### src/rtl/exposure_ctrl.sv
// Camera sequencing controller: exposure timer handshake and two-row readout.
// Owns the exposure time register and drives the pixel array / ADC strobes.
module exposure_ctrl #(
    parameter int EX_DEFAULT = 5,
    parameter int EX_MIN     = 2,
    parameter int EX_MAX     = 30,
    parameter int MAX_WAIT   = 40
) (
    input  logic       clk,
    input  logic       reset,
    input  logic       init,
    input  logic       exp_increase,
    input  logic       exp_decrease,
    input  logic       ovf5,
    output logic       start,
    output logic [4:0] ex_time,
    output logic       erase,
    output logic       expose,
    output logic       nre_1,
    output logic       nre_2,
    output logic       adc,
    output logic       timeout
);

    localparam int CW = $clog2(MAX_WAIT + 1);

    typedef enum logic [2:0] {
        IDLE,
        START,
        EXPOSE,
        RD1_SEL,
        RD1_ADC,
        RD2_SEL,
        RD2_ADC
    } state_t;

    state_t        state;
    logic [CW-1:0] wait_cnt;

    logic inc_req;
    logic dec_req;

    assign inc_req = exp_increase & ~exp_decrease;
    assign dec_req = exp_decrease & ~exp_increase;

    // Outputs are loaded on the transition so they match the state being entered.
    always_ff @(posedge clk or negedge reset) begin
        if (!reset) begin
            state    <= IDLE;
            ex_time  <= 5'(EX_DEFAULT);
            wait_cnt <= '0;
            start    <= 1'b0;
            erase    <= 1'b1;
            expose   <= 1'b0;
            nre_1    <= 1'b1;
            nre_2    <= 1'b1;
            adc      <= 1'b0;
            timeout  <= 1'b0;
        end else begin
            start <= 1'b0;
            adc   <= 1'b0;
            unique case (state)
                IDLE: begin
                    if (init) begin
                        state    <= START;
                        timeout  <= 1'b0;
                        start    <= 1'b1;
                        erase    <= 1'b0;
                        expose   <= 1'b1;
                        wait_cnt <= '0;
                    end else if (inc_req && ex_time < 5'(EX_MAX)) begin
                        ex_time <= ex_time + 5'd1;
                    end else if (dec_req && ex_time > 5'(EX_MIN)) begin
                        ex_time <= ex_time - 5'd1;
                    end
                end
                START: begin
                    state    <= EXPOSE;
                    wait_cnt <= '0;
                end
                EXPOSE: begin
                    wait_cnt <= wait_cnt + 1'b1;
                    // First EXPOSE cycle may still see a stale ovf5 from the timer.
                    if (wait_cnt != '0 && ovf5) begin
                        state  <= RD1_SEL;
                        expose <= 1'b0;
                        nre_1  <= 1'b0;
                    end else if (wait_cnt == CW'(MAX_WAIT - 1)) begin
                        state   <= RD1_SEL;
                        expose  <= 1'b0;
                        nre_1   <= 1'b0;
                        timeout <= 1'b1;
                    end
                end
                RD1_SEL: begin
                    state <= RD1_ADC;
                    adc   <= 1'b1;
                end
                RD1_ADC: begin
                    state <= RD2_SEL;
                    nre_1 <= 1'b1;
                    nre_2 <= 1'b0;
                end
                RD2_SEL: begin
                    state <= RD2_ADC;
                    adc   <= 1'b1;
                end
                RD2_ADC: begin
                    state <= IDLE;
                    nre_2 <= 1'b1;
                    erase <= 1'b1;
                end
                default: begin
                    state  <= IDLE;
                    erase  <= 1'b1;
                    expose <= 1'b0;
                    nre_1  <= 1'b1;
                    nre_2  <= 1'b1;
                end
            endcase
        end
    end

endmodule
### config.mk
export PLATFORM = sky130hd
export DESIGN_NAME = exposure_ctrl
export DESIGN_NICKNAME = d
export VERILOG_FILES = /design/src/rtl/exposure_ctrl.sv
export SDC_FILE = /design/constraint.sdc
export NUM_CORES = 1
export LEC_CHECK = 0
export ABC_AREA = 1
export CORE_ASPECT_RATIO = 1.4
export CORE_MARGIN = 2
export CORE_UTILIZATION = 25
export CTS_CLUSTER_DIAMETER = 120
export DETAILED_ROUTE_END_ITERATION = 8
export PLACE_DENSITY_LB_ADDON = 0.08
export SKIP_CTS_REPAIR_TIMING = 1
export SYNTH_ARGS = -nofsm -noshare
export SYNTH_HDL_FRONTEND = slang
export SYNTH_SLANG_ARGS = --single-unit
### constraint.sdc
create_clock -name clk -period 1.7 [get_ports clk]
set_input_delay 0.34 -clock clk [delete_from_list [all_inputs] [get_ports clk]]
set_output_delay 0.34 -clock clk [all_outputs]
set_load 0.03 [all_outputs]
==> flow_summary.ini, run 1 <==
[layout]
drive_above_1_share = 0.255
final_cells = 250
layout.nets = 201
syn2layout_area_growth_pct = 43.4
antenna_cells = 0
fillers = 488
design_area_um2 = 1720

[yosys]
syn-num-nets = 164
yosysUniqueCellTypes = 24
yosys_warnings = 0
synth_top_area_frac = 0.335
syn_area_per_cell_um2 = 7.87
syn_inst = 152
ys_seq_area_frac = 0.445
ys_seq_elements = 21
synth.area.top_cells = dfrtp_1 (33%), nand2_1 (14%), dfstp_2 (11%), nand3_1 (5.4%), nor2_1 (5.3%)
syn_area_um2 = 1200
synth_top_area_cell = dfrtp_1

[timing]
finalCritPeriodShare = 1.08
worst_slew_pin_slew_ns = 0.336
worst_slack_ns = -0.132
final-setup-viol-count = 2
rsz0062_at_grt = yes
fmax_ghz = 0.546
hold_viol_final = 0
fin_skew_ns = 0.00719
period_minus_slack_ns = 1.83
slew_viol_final = 0
setup_tns_ns = -0.151
max_slew_margin = 0.775

[worst_hold_path]
holdCritPathClass = in -> async

[placement]
dpl_cell_area_um2 = 1570
place_inst = 242
io_buffers = 17
gp_congestion = 0.814
dpl.hpwl_mm = 2.23
place_ws_ns = -0.493

[setup_path]
max_stage_delay_ns = 0.56
cp_cell_sequence = nand2_4 -> o21ai_4 -> buf_4 -> buf_6 -> buf_6 -> ha_4 -> nand3_2 -> nand2_2 -> xnor2_2 -> o21ai_1
critPathLaunch = ex_time[2]
worstPathArrival_ns = 1.98
cp_max_fo = 5
cp-end-kind = register
slowest_stage = dfstp_2
reg2reg_from = ex_time[2]
critical_path_class = reg -> reg
crit_top_cell = buf_6
required_ns = 1.85
startpoint_type = register

[pwr]
intPower_mw = 1.67
power_density_nw_per_um2 = 1780
clkPwrFrac = 0.111
p_leak_nw = 0.934
p_seq_frac = 0.283
fin_total_pwr_mw = 3.06
p_sw_frac = 0.452
p_sw_mw = 1.38
irDropWorstVdd_mv = 0.735
power_frac_comb = 0.605

[global_route]
antenna_found_initial = 0
grt_pass1_vias = 1176
grt_pass1_wl_mm = 5.19
grt_start_max_net_pins = 22
grt_usage = 0.123
grt.overflow.total = 0

[detailed_routing]
drc_errors = 0
wire_per_inst_um = 11.7
vias = 1091
wl_mm = 2.93
postRouteAntennaNets = 0
drt-pass1-iter-count = 4
initialDrtViolationCount = 14
vias_per_cell = 4.36

[floorplan]
rows = 29
die_h_um = 85.8
die_w_um = 62.5
start_util = 0.262
ios = 18
die_area_um2 = 5360
core-area_um2 = 4570

[run_status]
outcome = complete, but fails checks
violations = negative setup slack

[clock_network]
cts_tree = done
clk_pin_slew_worst_paths_ns = 0.08
numCtsBuffers = 3
clockBufferDepth = 2
root_buffer = clkbuf_8
clkSinkCount = 21
htreeDepth = 1
clock_latency_ns = 0.27

[job]
drv_cap = 0
## metrics by stage
step | util | hold WS (ns)
final | 0.375 | 0.406
after global routing | 0.375 | 0.431
after CTS | 0.353 | 0.412
after detailed placement | 0.343 | 0.458
after global placement | 0.343 | 0.454
after floorplan | - | 0.0444
## cell usage in the layout (no fill, tap or decap), types with 3 or more instances in the layout
master / instances
a21oi_1: 4
buf_4: 13
clkbuf_8: 3
clkdlybuf4s50_1: 6
dfrtp_1: 16
dfstp_2: 5
dlymetal6s2s_1: 11
ha_4: 3
inv_1: 14
nand2_1: 41
nand2_2: 7
nand3_1: 12
nor2_1: 16
nor2_2: 3
o21ai_0: 7
xnor2_1: 3
## worst paths after layout
kind	end	slack, ns	depth (start not counted)
min in group clk	nre_2	0.47	2
max in group asynchronous	ex_time[0]	1.01	2
min reg2reg	nre_2	0.47	2
max	ex_time[3]	-0.13	10
min	state[2]	0.41	2
max reg2reg	ex_time[3]	-0.13	10
## flip-flops by register name (all words and copies together) (netlist names)
name,cells
adc,1
erase,1
ex_time,5
expose,1
nre_1,1
nre_2,1
start,1
state,3
timeout,1
wait_cnt,6
## final cells by class
type                       count  area [um2]  share of cell area
timing repair buffer          32         318               0.185
sequential                    21         532               0.310
tap                           62        77.6              0.0452
multi-input combinational    114         677               0.395
clock inverter                 1        5.00             0.00292
clock buffer                   3        41.3              0.0241
inverter                      17        65.1              0.0379
## power by group through the flow
stage                     Combinational [mW]  Sequential [mW]  Clock [mW]
after floorplan                        0.846             1.17           0
after global placement                  1.78            0.864           0
after detailed placement                1.80            0.871           0
after CTS                               1.80            0.863       0.359
after global routing                    2.08            0.897       0.375
final                                   1.85            0.866       0.341
## cell usage after synthesis
library cell	n
nand2_1	45
xor2_1	2
nor2_1	17
nor2_2	2
a31oi_1	1
fa_1	1
inv_2	2
nand3_1	13
o21ai_2	2
a22oi_1	1
a21oi_1	4
inv_1	14
nor3_1	1
clkinv_2	1
nand4_1	1
dfrtp_1	16
nand2_2	4
nand2_4	1
o21ai_0	7
nand3_2	1
o21ai_1	2
ha_1	5
xnor2_1	4
dfstp_2	5
## worst max-delay path, delay by kind of cell, from the launching register on
kind	cells	cell delay, ns
AOI/OAI and AO/OA	2	0.32
DFF	1	0.56
and+or+nand+nor	3	0.17
buffers and inverters	3	0.34
adders and majority gates	1	0.18
xor gates and xnor gates	1	0.14
## logic make-up (layout without fill, tap and decap cells)
kind of cell,after synthesis,count (layout),synth area share
AND/OR/NAND/NOR,85,85,0.308
flip-flops,21,21,0.445
AO/OA/AOI/OAI,17,17,0.0806
buffers and inverters,17,53,0.0544
adder cells (fa/ha/maj),6,6,0.0690
XOR/XNOR,6,6,0.0439
## routing by layer
layer	up-vias	routed length [um]	GRT usage
met5	-	0	0
met4	0	57	0.0606
met3	5	77	0.0184
met2	19	1540	0.234
met1	512	1250	0.131
li1	555	-	-
Power figures use the tool's default switching activity.
==> run 2, diff against run 1 <==
- clock period: 1.7 -> 2.17 ns (I/O delays scaled with it)
==> run 2 against run 1 <==
Against the previous run: the run now ends clean; first-iteration DRC count rose by 64%; via count fell by 4.3%; critical path depth fell by 9; combinational power fell by 35%; routed wire length fell by 9.9%; count of clock-buffer cells in the layout did not move; worst hold slack improved by 0.059 ns; critical path type is now reg -> out; critical endpoint is now ex_time[0].
==> flow_summary.ini, run 2 (synthesis results as in run 1) <==
[setup_path]
cp-end-kind = output port
reg2regPathDepth = 11
timing.reg2reg.setup_slack_ns = 0.29
worstPathArrival_ns = 1.58
required_ns = 1.74
cp_cell_sequence = clkdlybuf4s50_1
slowest_stage = clkdlybuf4s50_1
r2r-end = ex_time[4]
cp_max_fo = 5
reg2reg_from = ex_time[2]
startpoint_type = register
cpLargestDelayFamily = buffers and inverters
critical_path_class = reg -> out
worst-path-buf-inv = 1
max_stage_delay_ns = 0.69

[timing]
whs_ns = 0.465
rsz0062_at_grt = no
setup_tns_ns = 0
finalCritPeriodShare = 0.926
period_minus_slack_ns = 2.01
hold_viol_final = 0
fin_skew_ns = 0.00386
fmax_ghz = 0.497
worst_slew_pin_slew_ns = 0.307
slew_viol_final = 0
max_slew_margin = 0.795
worst_slack_ns = 0.160
final-setup-viol-count = 0

[worst_hold_path]
whs_endpoint = erase
holdCritPathClass = reg -> reg
hold_start = erase
holdPathStages = 2

[clock_network]
clkSinkCount = 21
htreeDepth = 1
root_buffer = clkbuf_8
clock_latency_ns = 0.26
cts_tree = done
numCtsBuffers = 3
clk_pin_slew_worst_paths_ns = 0.08
clockBufferDepth = 2

[detailed_routing]
drc_errors = 0
wire_per_inst_um = 10.9
initialDrtViolationCount = 23
wl_mm = 2.64
vias = 1044
vias_per_cell = 4.33
postRouteAntennaNets = 0
drt-pass1-iter-count = 4

[global_route]
grt_start_max_net_pins = 22
grt_usage = 0.109
antenna_found_initial = 0
grt_pass1_wl_mm = 4.66
grt.overflow.total = 0
grt_pass1_vias = 1030

[pwr]
intPower_mw = 1.19
p_sw_mw = 1.01
irDropWorstVdd_mv = 0.452
p_leak_nw = 0.750
clkPwrFrac = 0.116
p_seq_frac = 0.334
power_density_nw_per_um2 = 1440
p_sw_frac = 0.459
power_frac_comb = 0.550

[layout]
top_regs = wait_cnt x6, ex_time x5, state x3
drive_above_1_share = 0.156
syn2layout_area_growth_pct = 28.3
layout.nets = 192
regMostFlops = wait_cnt
layout_common_cells = nand2_1 (45), nor2_1 (17), clkdlybuf4s50_1 (17), dfrtp_1 (16), inv_1 (14)
largest_reg_flops = 6
final_common_cell = nand2_1
final_cells = 241
fillers = 506
post-route-util = 0.336
antenna_cells = 0

[placement]
dpl.hpwl_mm = 2.06
io_buffers = 17
gp_congestion = 0.728
place_inst = 237
place_ws_ns = -0.0834

[floorplan]
die_w_um = 62.5
die_h_um = 85.8
rows = 29
ios = 18
start_util = 0.262
core-area_um2 = 4570
die_area_um2 = 5360

[job]
drv_cap = 0

[run_status]
outcome = finished, final reports clean
[run 2: cell count changes in the layout (fill, tap and decap cells not counted), moves of 2 or more]
cell,before,now
buf_4,13,6
buf_6,2,0
clkdlybuf4s50_1,6,17
dlymetal6s2s_1,11,0
ha_1,2,5
ha_4,3,0
nand2_1,41,45
nand2_2,7,4
[run 2: cell type report]
cell class / instances / area (um2) / share of cell area
multi-input cells: 114 / 599 / 0.390
flip-flops and latches: 21 / 532 / 0.346
repair buffers: 23 / 215 / 0.140
well taps: 62 / 77.6 / 0.0505
inverters: 17 / 65.1 / 0.0424
clock buffers: 3 / 41.3 / 0.0269
clock inverters: 1 / 5.00 / 0.00326
[run 2: power by group through the flow]
stage,Sequential [mW],Combinational (mW),Clock [mW]
after detailed placement,0.745,1.23,0
after floorplan,0.906,0.624,0
after CTS,0.741,1.23,0.270
after global routing,0.764,1.36,0.285
after global placement,0.739,1.21,0
final,0.736,1.21,0.256
[run 2: worst max-delay path by stage]
stage	endpoint	cells past startpoint	startpoint
2_1_floorplan	ex_time[4]	11	ex_time[2]
3_3_place_gp	ex_time[4]	11	exp_increase
3_5_place_dp	ex_time[4]	11	exp_increase
4_1_cts	ex_time[0]	1	ex_time[0]
5_1_grt	ex_time[4]	11	exp_increase
6_report	ex_time[0]	1	ex_time[0]
[run 2: per-stage QoR]
stage               power, mW  instance area [um2]
finish                   2.21                 1540
global route             2.41                 1540
CTS                      2.25                 1540
detailed placement       1.98                 1490
global placement         1.95                 1490
floorplan                1.53                 1200
[run 2: metal layers]
metal / track usage / wire length [um]
met5: 0 / 0
met4: 0.0485 / 41
met3: 0.0184 / 95
met2: 0.200 / 1360
met1: 0.122 / 1140
==> run 3, diff against run 2 <==
- CORE_ASPECT_RATIO: 1.4 -> default
- SKIP_CTS_REPAIR_TIMING: 1 -> default
==> run 3 against run 2 <==
Against the previous run: sequential share of layout area up 0.23 points; core utilization down 0.85 points; non-clock buffer count unchanged; highest routed layer unchanged.
==> flow_summary.ini, run 3 (synthesis results as in run 1) <==
[timing]
fmax_ghz = 0.508
max_slew_margin = 0.791
finalCritPeriodShare = 0.907
whs_ns = 0.466
hold_viol_final = 0
worst_slew_pin_slew_ns = 0.313
rsz0062_at_grt = no
slew_viol_final = 0
fin_skew_ns = 0.00194
period_minus_slack_ns = 1.97
final-setup-viol-count = 0
worst_slack_ns = 0.201

[layout]
top_regs = wait_cnt x6, ex_time x5, state x3
antenna_cells = 0
final_common_cell = nand2_1
largest_reg_flops = 6
layout.nets = 192
drive_above_1_share = 0.156
regMostFlops = wait_cnt
syn2layout_area_growth_pct = 27.5
layout_common_cells = nand2_1 (45), nor2_1 (17), clkdlybuf4s50_1 (17), dfrtp_1 (16), inv_1 (14)

[global_route]
grt_start_max_net_pins = 22
grt.overflow.total = 0
grt_pass1_vias = 938
antenna_found_initial = 0
grt_pass1_wl_mm = 4.26
grt_usage = 0.103

[detailed_routing]
vias = 1026
initialDrtViolationCount = 54
wl_mm = 2.59
postRouteAntennaNets = 0
drt-pass1-iter-count = 4
wire_per_inst_um = 11.1
vias_per_cell = 4.40
drc_errors = 0

[clock_network]
cts_setup_buffers = 0
cts_tree = done
clockBufferDepth = 2
clock_latency_ns = 0.26
numCtsBuffers = 3
clk_pin_slew_worst_paths_ns = 0.08
cts_hold_buf = 0
root_buffer = clkbuf_8
clkSinkCount = 21
htreeDepth = 1
cts_resized = 0

[floorplan]
rows = 25
die_area_um2 = 5350
die_h_um = 73.2
core-area_um2 = 4660
start_util = 0.257
ios = 18
die_w_um = 73.2

[setup_path]
worstPathArrival_ns = 1.53
cpLargestDelayFamily = buffers and inverters
worst-path-buf-inv = 1
critical_path_class = reg -> out
required_ns = 1.74
cp_cell_sequence = clkdlybuf4s50_1
slowest_stage = clkdlybuf4s50_1
startpoint_type = register
cp_max_fo = 5
max_stage_delay_ns = 0.68
cp-end-kind = output port

[worst_hold_path]
holdCritPathClass = reg -> reg

[pwr]
power_density_nw_per_um2 = 1430
irDropWorstVdd_mv = 0.573
p_leak_nw = 0.750
fin_total_pwr_mw = 2.19

[run_status]
outcome = finished, final reports clean

[placement]
place_ws_ns = -0.0624
io_buffers = 17
dpl.hpwl_mm = 1.96
gp_congestion = 0.754

[job]
drv_cap = 0
run 3: cell counts in the layout (fill, tap and decap cells not counted):
Identical to the previous run, type by type.
run 3: where the power goes:
part	switching (mW)	total, mW	leakage (nW)	internal (mW)
Clock	0.134	0.262	0.0255	0.128
Combinational	0.714	1.20	0.463	0.490
Sequential	0.149	0.721	0.261	0.572
run 3: per-stage QoR:
step	utilization	instance area, um2	TNS (ns)	cells
6_report	0.327	1530	0	233
5_1_grt	0.327	1530	0	233
4_1_cts	0.327	1530	0	233
3_5_place_dp	0.317	1480	-0.0624	229
3_3_place_gp	0.317	1480	-0.0130	229
2_1_floorplan	-	1200	0	152
run 3: worst paths after layout:
kind / from / to / slack (ns) / depth (start not counted)
setup / recovery: ex_time[0] / ex_time[0] / 0.20 / 1
hold / removal: nre_2 / nre_2 / 0.47 / 2
setup reg to reg: ex_time[2] / ex_time[4] / 0.28 / 11
hold reg to reg: nre_2 / nre_2 / 0.47 / 2
max in group asynchronous: reset / nre_1 / 1.37 / 2
min in group asynchronous: reset / wait_cnt[2] / 0.51 / 2
run 3: metal layers:
| layer | global-route usage | vias to the layer above | part of all wire |
|---|---|---|---|
| li1 | - | 539 | - |
| met1 | 0.142 | 464 | 0.51 |
| met2 | 0.158 | 19 | 0.45 |
| met3 | 0.0221 | 4 | 0.030 |
| met4 | 0.0370 | 0 | 0.012 |
| met5 | 0 | - | 0 |
run 3: layout make-up:
type	instances	area, um2
multi-input cells	114	599
repair buffers	23	215
clock buffers	3	41.3
fillers	496	3140
inverters	17	65.1
well taps	54	67.6
clock inverters	1	5.00
flip-flops and latches	21	532
run 3: worst reg2reg max path, delay by kind of cell (launching register included):
family / cells / cell delay (ns)
AOI/OAI and AO/OA: 1 / 0.26
adders and majority gates: 1 / 0.32
DFF: 1 / 0.57
and+or+nand+nor: 9 / 0.62
